--- config.mk ---
export PLATFORM = sky130hd
export DESIGN_NAME = instruction_encoder
export DESIGN_NICKNAME = d
export VERILOG_FILES = /design/src/rtl/instr_enc_pkg.sv /design/src/rtl/imm_packer.sv /design/src/rtl/instruction_encoder.sv
export SDC_FILE = /design/constraint.sdc
export NUM_CORES = 1
export LEC_CHECK = 0
export BUFFER_PORTS_ARGS = -buffer_cell sky130_fd_sc_hd__clkbuf_2
export CAP_MARGIN = 40
export CORE_MARGIN = 4
export CORE_UTILIZATION = 58
export CTS_CLUSTER_DIAMETER = 200
export DETAILED_ROUTE_END_ITERATION = 16
export HOLD_SLACK_MARGIN = 0.08
export PLACE_DENSITY = 0.88
export SLEW_MARGIN = 15
export SYNTH_ARGS = -nofsm -noshare
export SYNTH_HDL_FRONTEND = slang
export SYNTH_SLANG_ARGS = --single-unit
export TNS_END_PERCENT = 1
--- constraint.sdc ---
create_clock -name clk -period 6.4 [get_ports clk]
set_clock_uncertainty 0.05 [all_clocks]
set_input_delay 1.28 -clock clk [delete_from_list [all_inputs] [get_ports clk]]
set_output_delay 1.28 -clock clk [all_outputs]
set_load 0.005 [all_outputs]
--- src/rtl/instr_enc_pkg.sv ---
// Shared definitions for the instruction encoder: opcodes, ImmSrc codes,
// FSM states, error codes, immediate range limits and the latched request.
package instr_enc_pkg;

  // Opcodes of the supported op set (RV32I subset)
  localparam logic [6:0] OP_LW   = 7'b0000011;
  localparam logic [6:0] OP_SW   = 7'b0100011;
  localparam logic [6:0] OP_R    = 7'b0110011;
  localparam logic [6:0] OP_BEQ  = 7'b1100011;
  localparam logic [6:0] OP_IALU = 7'b0010011;
  localparam logic [6:0] OP_JAL  = 7'b1101111;
  localparam logic [6:0] OP_LUI  = 7'b0110111;

  // ImmSrc codes as used by the controller; IMMSRC_NONE marks R-type
  localparam logic [2:0] IMMSRC_I    = 3'b000;
  localparam logic [2:0] IMMSRC_S    = 3'b001;
  localparam logic [2:0] IMMSRC_B    = 3'b010;
  localparam logic [2:0] IMMSRC_J    = 3'b011;
  localparam logic [2:0] IMMSRC_U    = 3'b100;
  localparam logic [2:0] IMMSRC_NONE = 3'b111;

  typedef enum logic [1:0] {
    ERR_NONE  = 2'd0,
    ERR_OP    = 2'd1,
    ERR_RANGE = 2'd2,
    ERR_ALIGN = 2'd3
  } err_code_e;

  typedef enum logic [1:0] {
    S_IDLE   = 2'd0,
    S_ENCODE = 2'd1,
    S_WRITE  = 2'd2
  } state_e;

  // Signed immediate limits per format
  localparam logic signed [31:0] IMM_I_MIN  = -32'sd2048;
  localparam logic signed [31:0] IMM_I_MAX  =  32'sd2047;
  localparam logic        [31:0] IMM_SH_MAX =  32'd31;
  localparam logic signed [31:0] IMM_B_MIN  = -32'sd4096;
  localparam logic signed [31:0] IMM_B_MAX  =  32'sd4094;
  localparam logic signed [31:0] IMM_J_MIN  = -32'sd1048576;
  localparam logic signed [31:0] IMM_J_MAX  =  32'sd1048574;

  // Request fields as latched on accept
  typedef struct packed {
    logic [6:0]  op;
    logic [4:0]  rd;
    logic [4:0]  rs1;
    logic [4:0]  rs2;
    logic [2:0]  funct3;
    logic        funct7_5;
    logic [31:0] imm;
  } req_t;

  // Opcode -> immediate format class
  function automatic logic [2:0] decode_immsrc(input logic [6:0] op);
    logic [2:0] src;
    src = IMMSRC_NONE;
    case (op)
      OP_LW, OP_IALU: src = IMMSRC_I;
      OP_SW:          src = IMMSRC_S;
      OP_BEQ:         src = IMMSRC_B;
      OP_JAL:         src = IMMSRC_J;
      OP_LUI:         src = IMMSRC_U;
      default:        src = IMMSRC_NONE;
    endcase
    return src;
  endfunction

  function automatic logic op_supported(input logic [6:0] op);
    logic ok;
    ok = 1'b0;
    case (op)
      OP_LW, OP_SW, OP_R, OP_BEQ, OP_IALU, OP_JAL, OP_LUI: ok = 1'b1;
      default: ok = 1'b0;
    endcase
    return ok;
  endfunction

endpackage

--- src/rtl/imm_packer.sv ---
// Combinational packer: builds the 32-bit instruction word for one ImmSrc
// class and reports whether the immediate is aligned and in range.
module imm_packer
  import instr_enc_pkg::*;
(
  input  logic [2:0]  imm_src_i,
  input  req_t        req_i,
  output logic [31:0] instr_o,
  output logic        range_ok_o,
  output logic        align_ok_o
);

  logic signed [31:0] imm_s;
  logic               is_shift;

  assign imm_s = $signed(req_i.imm);

  // Pack fields per format; fields a format does not use stay zero
  always_comb begin
    instr_o    = 32'd0;
    range_ok_o = 1'b1;
    align_ok_o = 1'b1;
    is_shift   = (req_i.op == OP_IALU) &&
                 ((req_i.funct3 == 3'b001) || (req_i.funct3 == 3'b101));
    case (imm_src_i)
      IMMSRC_I: begin
        if (is_shift) begin
          instr_o    = {1'b0, req_i.funct7_5, 5'b00000, req_i.imm[4:0], req_i.rs1,
                        req_i.funct3, req_i.rd, req_i.op};
          // Shift amounts are unsigned; negative values read as huge
          range_ok_o = (req_i.imm <= IMM_SH_MAX);
        end else begin
          instr_o    = {req_i.imm[11:0], req_i.rs1, req_i.funct3, req_i.rd, req_i.op};
          range_ok_o = (imm_s >= IMM_I_MIN) && (imm_s <= IMM_I_MAX);
        end
      end
      IMMSRC_S: begin
        instr_o    = {req_i.imm[11:5], req_i.rs2, req_i.rs1, req_i.funct3,
                      req_i.imm[4:0], req_i.op};
        range_ok_o = (imm_s >= IMM_I_MIN) && (imm_s <= IMM_I_MAX);
      end
      IMMSRC_B: begin
        instr_o    = {req_i.imm[12], req_i.imm[10:5], req_i.rs2, req_i.rs1, req_i.funct3,
                      req_i.imm[4:1], req_i.imm[11], req_i.op};
        range_ok_o = (imm_s >= IMM_B_MIN) && (imm_s <= IMM_B_MAX);
        align_ok_o = (req_i.imm[0] == 1'b0);
      end
      IMMSRC_J: begin
        instr_o    = {req_i.imm[20], req_i.imm[10:1], req_i.imm[11], req_i.imm[19:12],
                      req_i.rd, req_i.op};
        range_ok_o = (imm_s >= IMM_J_MIN) && (imm_s <= IMM_J_MAX);
        align_ok_o = (req_i.imm[0] == 1'b0);
      end
      IMMSRC_U: begin
        instr_o    = {req_i.imm[31:12], req_i.rd, req_i.op};
        align_ok_o = (req_i.imm[11:0] == 12'd0);
      end
      IMMSRC_NONE: begin
        instr_o = {1'b0, req_i.funct7_5, 5'b00000, req_i.rs2, req_i.rs1,
                   req_i.funct3, req_i.rd, req_i.op};
      end
      default: instr_o = 32'd0;
    endcase
  end

endmodule

--- src/rtl/instruction_encoder.sv ---
// Instruction encoder: accepts instruction fields, packs them into an RV32I
// word, checks the immediate and writes the word to instruction memory at an
// auto-incrementing word address.
//
// Handshake: a request transfers on a rising edge where req_valid && req_ready.
// req_ready is high only in IDLE, when not full and when flush is low; the
// requester must hold its fields stable while req_valid is high and waiting.
module instruction_encoder
  import instr_enc_pkg::*;
#(
  parameter int                ADDR_W    = 8,
  parameter logic [ADDR_W-1:0] BASE_ADDR = '0
) (
  input  logic              clk,
  input  logic              reset,
  input  logic              flush,
  input  logic              req_valid,
  output logic              req_ready,
  input  logic [6:0]        op,
  input  logic [4:0]        rd,
  input  logic [4:0]        rs1,
  input  logic [4:0]        rs2,
  input  logic [2:0]        funct3,
  input  logic              funct7_5,
  input  logic [31:0]       imm,
  output logic              mem_we,
  output logic [ADDR_W-1:0] mem_addr,
  output logic [31:0]       mem_wdata,
  output logic              enc_error,
  output logic [1:0]        error_code,
  output logic [ADDR_W:0]   count,
  output logic              full,
  output state_e            dbg_state
);

  localparam logic [ADDR_W:0]   CAP     = {1'b1, {ADDR_W{1'b0}}};
  localparam logic [ADDR_W:0]   CNT_ONE = (ADDR_W+1)'(1);
  localparam logic [ADDR_W-1:0] PTR_ONE = ADDR_W'(1);

  state_e            state_q, state_d;
  req_t              req_q, req_d;
  req_t              req_in;
  logic              mem_we_q, mem_we_d;
  logic [ADDR_W-1:0] ptr_q, ptr_d;
  logic [31:0]       wdata_q, wdata_d;
  logic              enc_error_q, enc_error_d;
  err_code_e         err_q, err_d;
  logic [ADDR_W:0]   count_q, count_d;

  logic [2:0]        imm_src;
  logic              op_ok;
  logic [31:0]       packed_word;
  logic              range_ok;
  logic              align_ok;
  err_code_e         chk_code;
  logic              accept;

  assign req_in  = {op, rd, rs1, rs2, funct3, funct7_5, imm};
  assign imm_src = decode_immsrc(req_q.op);
  assign op_ok   = op_supported(req_q.op);

  imm_packer u_imm_packer (
    .imm_src_i  (imm_src),
    .req_i      (req_q),
    .instr_o    (packed_word),
    .range_ok_o (range_ok),
    .align_ok_o (align_ok)
  );

  // Error priority: unsupported op, then misalignment, then range
  always_comb begin
    chk_code = ERR_NONE;
    if (!op_ok)         chk_code = ERR_OP;
    else if (!align_ok) chk_code = ERR_ALIGN;
    else if (!range_ok) chk_code = ERR_RANGE;
  end

  assign full       = (count_q == CAP);
  assign req_ready  = (state_q == S_IDLE) && !full && !flush;
  assign accept     = req_valid && req_ready;
  assign mem_we     = mem_we_q;
  assign mem_addr   = ptr_q;
  assign mem_wdata  = wdata_q;
  assign enc_error  = enc_error_q;
  assign error_code = err_q;
  assign count      = count_q;
  assign dbg_state  = state_q;

  // Next-state and output-register logic; flush overrides every state
  always_comb begin
    state_d     = state_q;
    req_d       = req_q;
    mem_we_d    = 1'b0;
    ptr_d       = ptr_q;
    wdata_d     = wdata_q;
    enc_error_d = 1'b0;
    err_d       = err_q;
    count_d     = count_q;
    if (flush) begin
      state_d = S_IDLE;
      ptr_d   = BASE_ADDR;
      count_d = '0;
    end else begin
      case (state_q)
        S_IDLE: begin
          if (accept) begin
            req_d   = req_in;
            err_d   = ERR_NONE;
            state_d = S_ENCODE;
          end
        end
        S_ENCODE: begin
          if (chk_code == ERR_NONE) begin
            wdata_d  = packed_word;
            mem_we_d = 1'b1;
            state_d  = S_WRITE;
          end else begin
            enc_error_d = 1'b1;
            err_d       = chk_code;
            state_d     = S_IDLE;
          end
        end
        S_WRITE: begin
          ptr_d   = ptr_q + PTR_ONE;
          count_d = count_q + CNT_ONE;
          state_d = S_IDLE;
        end
        default: state_d = S_IDLE;
      endcase
    end
  end

  // State and output registers with asynchronous active-low reset
  always_ff @(posedge clk or negedge reset) begin
    if (!reset) begin
      state_q     <= S_IDLE;
      req_q       <= '0;
      mem_we_q    <= 1'b0;
      ptr_q       <= BASE_ADDR;
      wdata_q     <= 32'd0;
      enc_error_q <= 1'b0;
      err_q       <= ERR_NONE;
      count_q     <= '0;
    end else begin
      state_q     <= state_d;
      req_q       <= req_d;
      mem_we_q    <= mem_we_d;
      ptr_q       <= ptr_d;
      wdata_q     <= wdata_d;
      enc_error_q <= enc_error_d;
      err_q       <= err_d;
      count_q     <= count_d;
    end
  end

endmodule
==> run summary <==
Post-synth EDFFs - 0
fillcell total - 569
Register Area - 2828 um2
path depth of the worst reg2reg path - 7
capturing point of the worst reg2reg path - mem_wdata[26]
design area - 6579 um2
status - completed
Routed WL per cell - 19.97 um
CTS tree - done
post-layout power - 2.227 mW
Netlist cell types - 55
CP Data Arrival Time - 2.10 ns
Peak VDD IR - 0.2001 mV
die area - 10720 um2
clk slew on worst S/H paths - 0.05 ns
top_reg_cell synth - dfrtp_1
crit path cell chain - inv_1, ha_1, or4b_2, o21a_1, clkbuf_2
core area - 8806 um2
area of the multi-input gates - 2333 um2
FF-to-FF setup slack - 3.59 ns
worst rel slew slack - 0.4682
Worst-Margin Slew - 0.7960 ns
pwr dens - 338.5 nW/um2
# hold bufs at CTS - 0
Fmax - 0.2913 GHz
diode count - 0
WP data required - 5.07 ns
syn avg cell area - 12.67 um2
largest net degree at the start of global routing - 62
I/O pins - 119
clock root buffer - clkbuf_8
TritonCTS Buffers - 17
Port Buffers - 118
router iterations before antenna repair - 5
WL final - 13260 um
Syn Nets - 483
Worst path slowest cell - or4b_2
final setup violation count - 0
Vias/cell - 6.026
antenna violations before repair - 0
Post-route DRC - 0
post-DP HPWL - 8766 um
antenna-violating nets left - 0
RSZ-0062 raised after global routing - false
# nets final - 608
Clock Tree Buf Depth - 2
max capacitance violation total - 0
vias in the first global route - 4220
Die H - 103.6 um
Yosys warning count - 0
Area after DPL - 5976 um2
latest clock arrival within the worst-skew pair - 0.52 ns
WP buf/inv - 2
Mapped Cells - 418
Post-CTS Setup Bufs - 0
#FFs+latches synth - 113
cell count along the critical path - 5
H-tree levels - 4
Tmin final - 3.433 ns
delay-heaviest family, CP - simple AND/OR/NAND/NOR gates
final count of hold timing violations - 0
die width - 103.6 um
maximum fanout along the worst path - 5
vias - 4001
total track usage - 0.2514
starting density of the core - 0.6013
CTS resizes - 0
CP endpoint kind - output port
GP Congestion - 0.9104
post-synthesis cell area - 5295 um2
startpoint class of the critical path - flop
Min-Delay Endpoint - mem_wdata[0]
hold crit path type - flop to flop
layout cells sized above 1 - 0.4694
setup_tns - 0 ns
total gr overflow - 0
Final Slew Violations - 0
Hold Path Origin - mem_wdata[0]
post-layout util - 0.7471
FP Rows - 34
CP Class - flop to output port
post-route clock period utilization - 0.5364
sequential share of the synthesized area - 0.5340
Clock Sinks - 113
Leak Pwr - 3.212 nW
initial drt markers - 416
worst hold stages - 1
Area Growth Syn to Fin - 24.24%
hold_ws - 0.4154 ns
Critical R2R Launch - req_q[57]
Async SR Flop Fraction - 1.000
CP peak stage delay - 0.60 ns
global-route wire length before repair - 21270 um
placed cells by master, fill, tap and decap left out, types with 4 or more instances in the layout:
master	instances
clkbuf_2	117
dfrtp_1	113
mux2_2	74
nor2_1	28
mux2_4	21
nand2_1	19
nand4_1	16
clkbuf_16	16
a21oi_1	12
a22o_1	11
inv_1	10
xor2_1	9
nor3_1	7
mux2i_1	7
nor4_1	6
buf_4	6
o21ai_0	5
and3_1	4
xnor2_1	4
clkbuf_8	4
clkinv_2	4
worst max path at each step:
| stage | start | end | slack, ns |
|---|---|---|---|
| after floorplan | flush | req_ready | 3.27 |
| after global placement | flush | req_ready | 3.04 |
| after detailed placement | flush | req_ready | 3.03 |
| after CTS | count[0] | req_ready | 2.95 |
| after global routing | count[0] | req_ready | 2.85 |
| final | count[0] | req_ready | 2.97 |
cells by family (layout without fill, tap and decap cells):
group | Yosys count | in the layout | share of synthesized area
XOR/XNOR | 13 | 13 | 0.02150
buffers and inverters | 29 | 167 | 0.02528
AO/OA/AOI/OAI | 50 | 50 | 0.07160
adder cells (fa/ha/maj) | 3 | 3 | 0.007090
AND/OR/NAND/NOR | 108 | 108 | 0.1104
flip-flops | 113 | 113 | 0.5340
multiplexers | 102 | 102 | 0.2302
stage by stage:
stage / std cells / setup WS [ns]
after floorplan: 418 / 3.270
after global placement: 630 / 3.039
after detailed placement: 631 / 3.034
after CTS: 663 / 2.946
after global routing: 664 / 2.854
final: 664 / 2.967
Yosys cell counts (5+ instances only):
cell type / instances / area [um2]
nor3_1: 7 / 35.03
mux2_4: 21 / 315.3
a21oi_1: 12 / 60.06
a22o_1: 11 / 96.34
dfrtp_1: 113 / 2828
o21ai_0: 5 / 25.02
mux2i_1: 7 / 70.07
mux2_2: 74 / 833.3
nor4_1: 6 / 37.54
nand4_1: 16 / 100.1
nand2_1: 19 / 71.32
nor2_1: 28 / 105.1
clkbuf_1: 12 / 45.04
xor2_1: 9 / 78.83
inv_1: 10 / 37.54
state kept, by name, indices dropped and copies added, names as in the netlist:
name and cells:
mem_addr 8, mem_we 1, enc_error 1, req_q 58, count 9, mem_wdata 32
dbg_state 2, error_code 2
area by class of cell:
cell class	count	share of cell area
clock buffers	22	0.07037
multi-input cells	276	0.3547
flip-flops and latches	113	0.4298
inverters	11	0.006276
well taps	108	0.02054
clock inverters	10	0.02016
repair buffers	124	0.09814
power breakdown:
part | internal, mW | switching [mW] | leakage (nW)
clock network | 0.620 | 0.319 | 0.287
logic | 0.192 | 0.136 | 1.51
registers | 0.836 | 0.124 | 1.42
per-layer routing:
metal / GRT usage / wire (um) / vias up
met3: 0.07276 / 1026 / 37
met4: 0.1159 / 326 / 0
li1: - / - / 1795
met5: 0 / 0 / -
met2: 0.4131 / 6496 / 199
met1: 0.3084 / 5408 / 1970
Power figures use the tool's default switching activity.
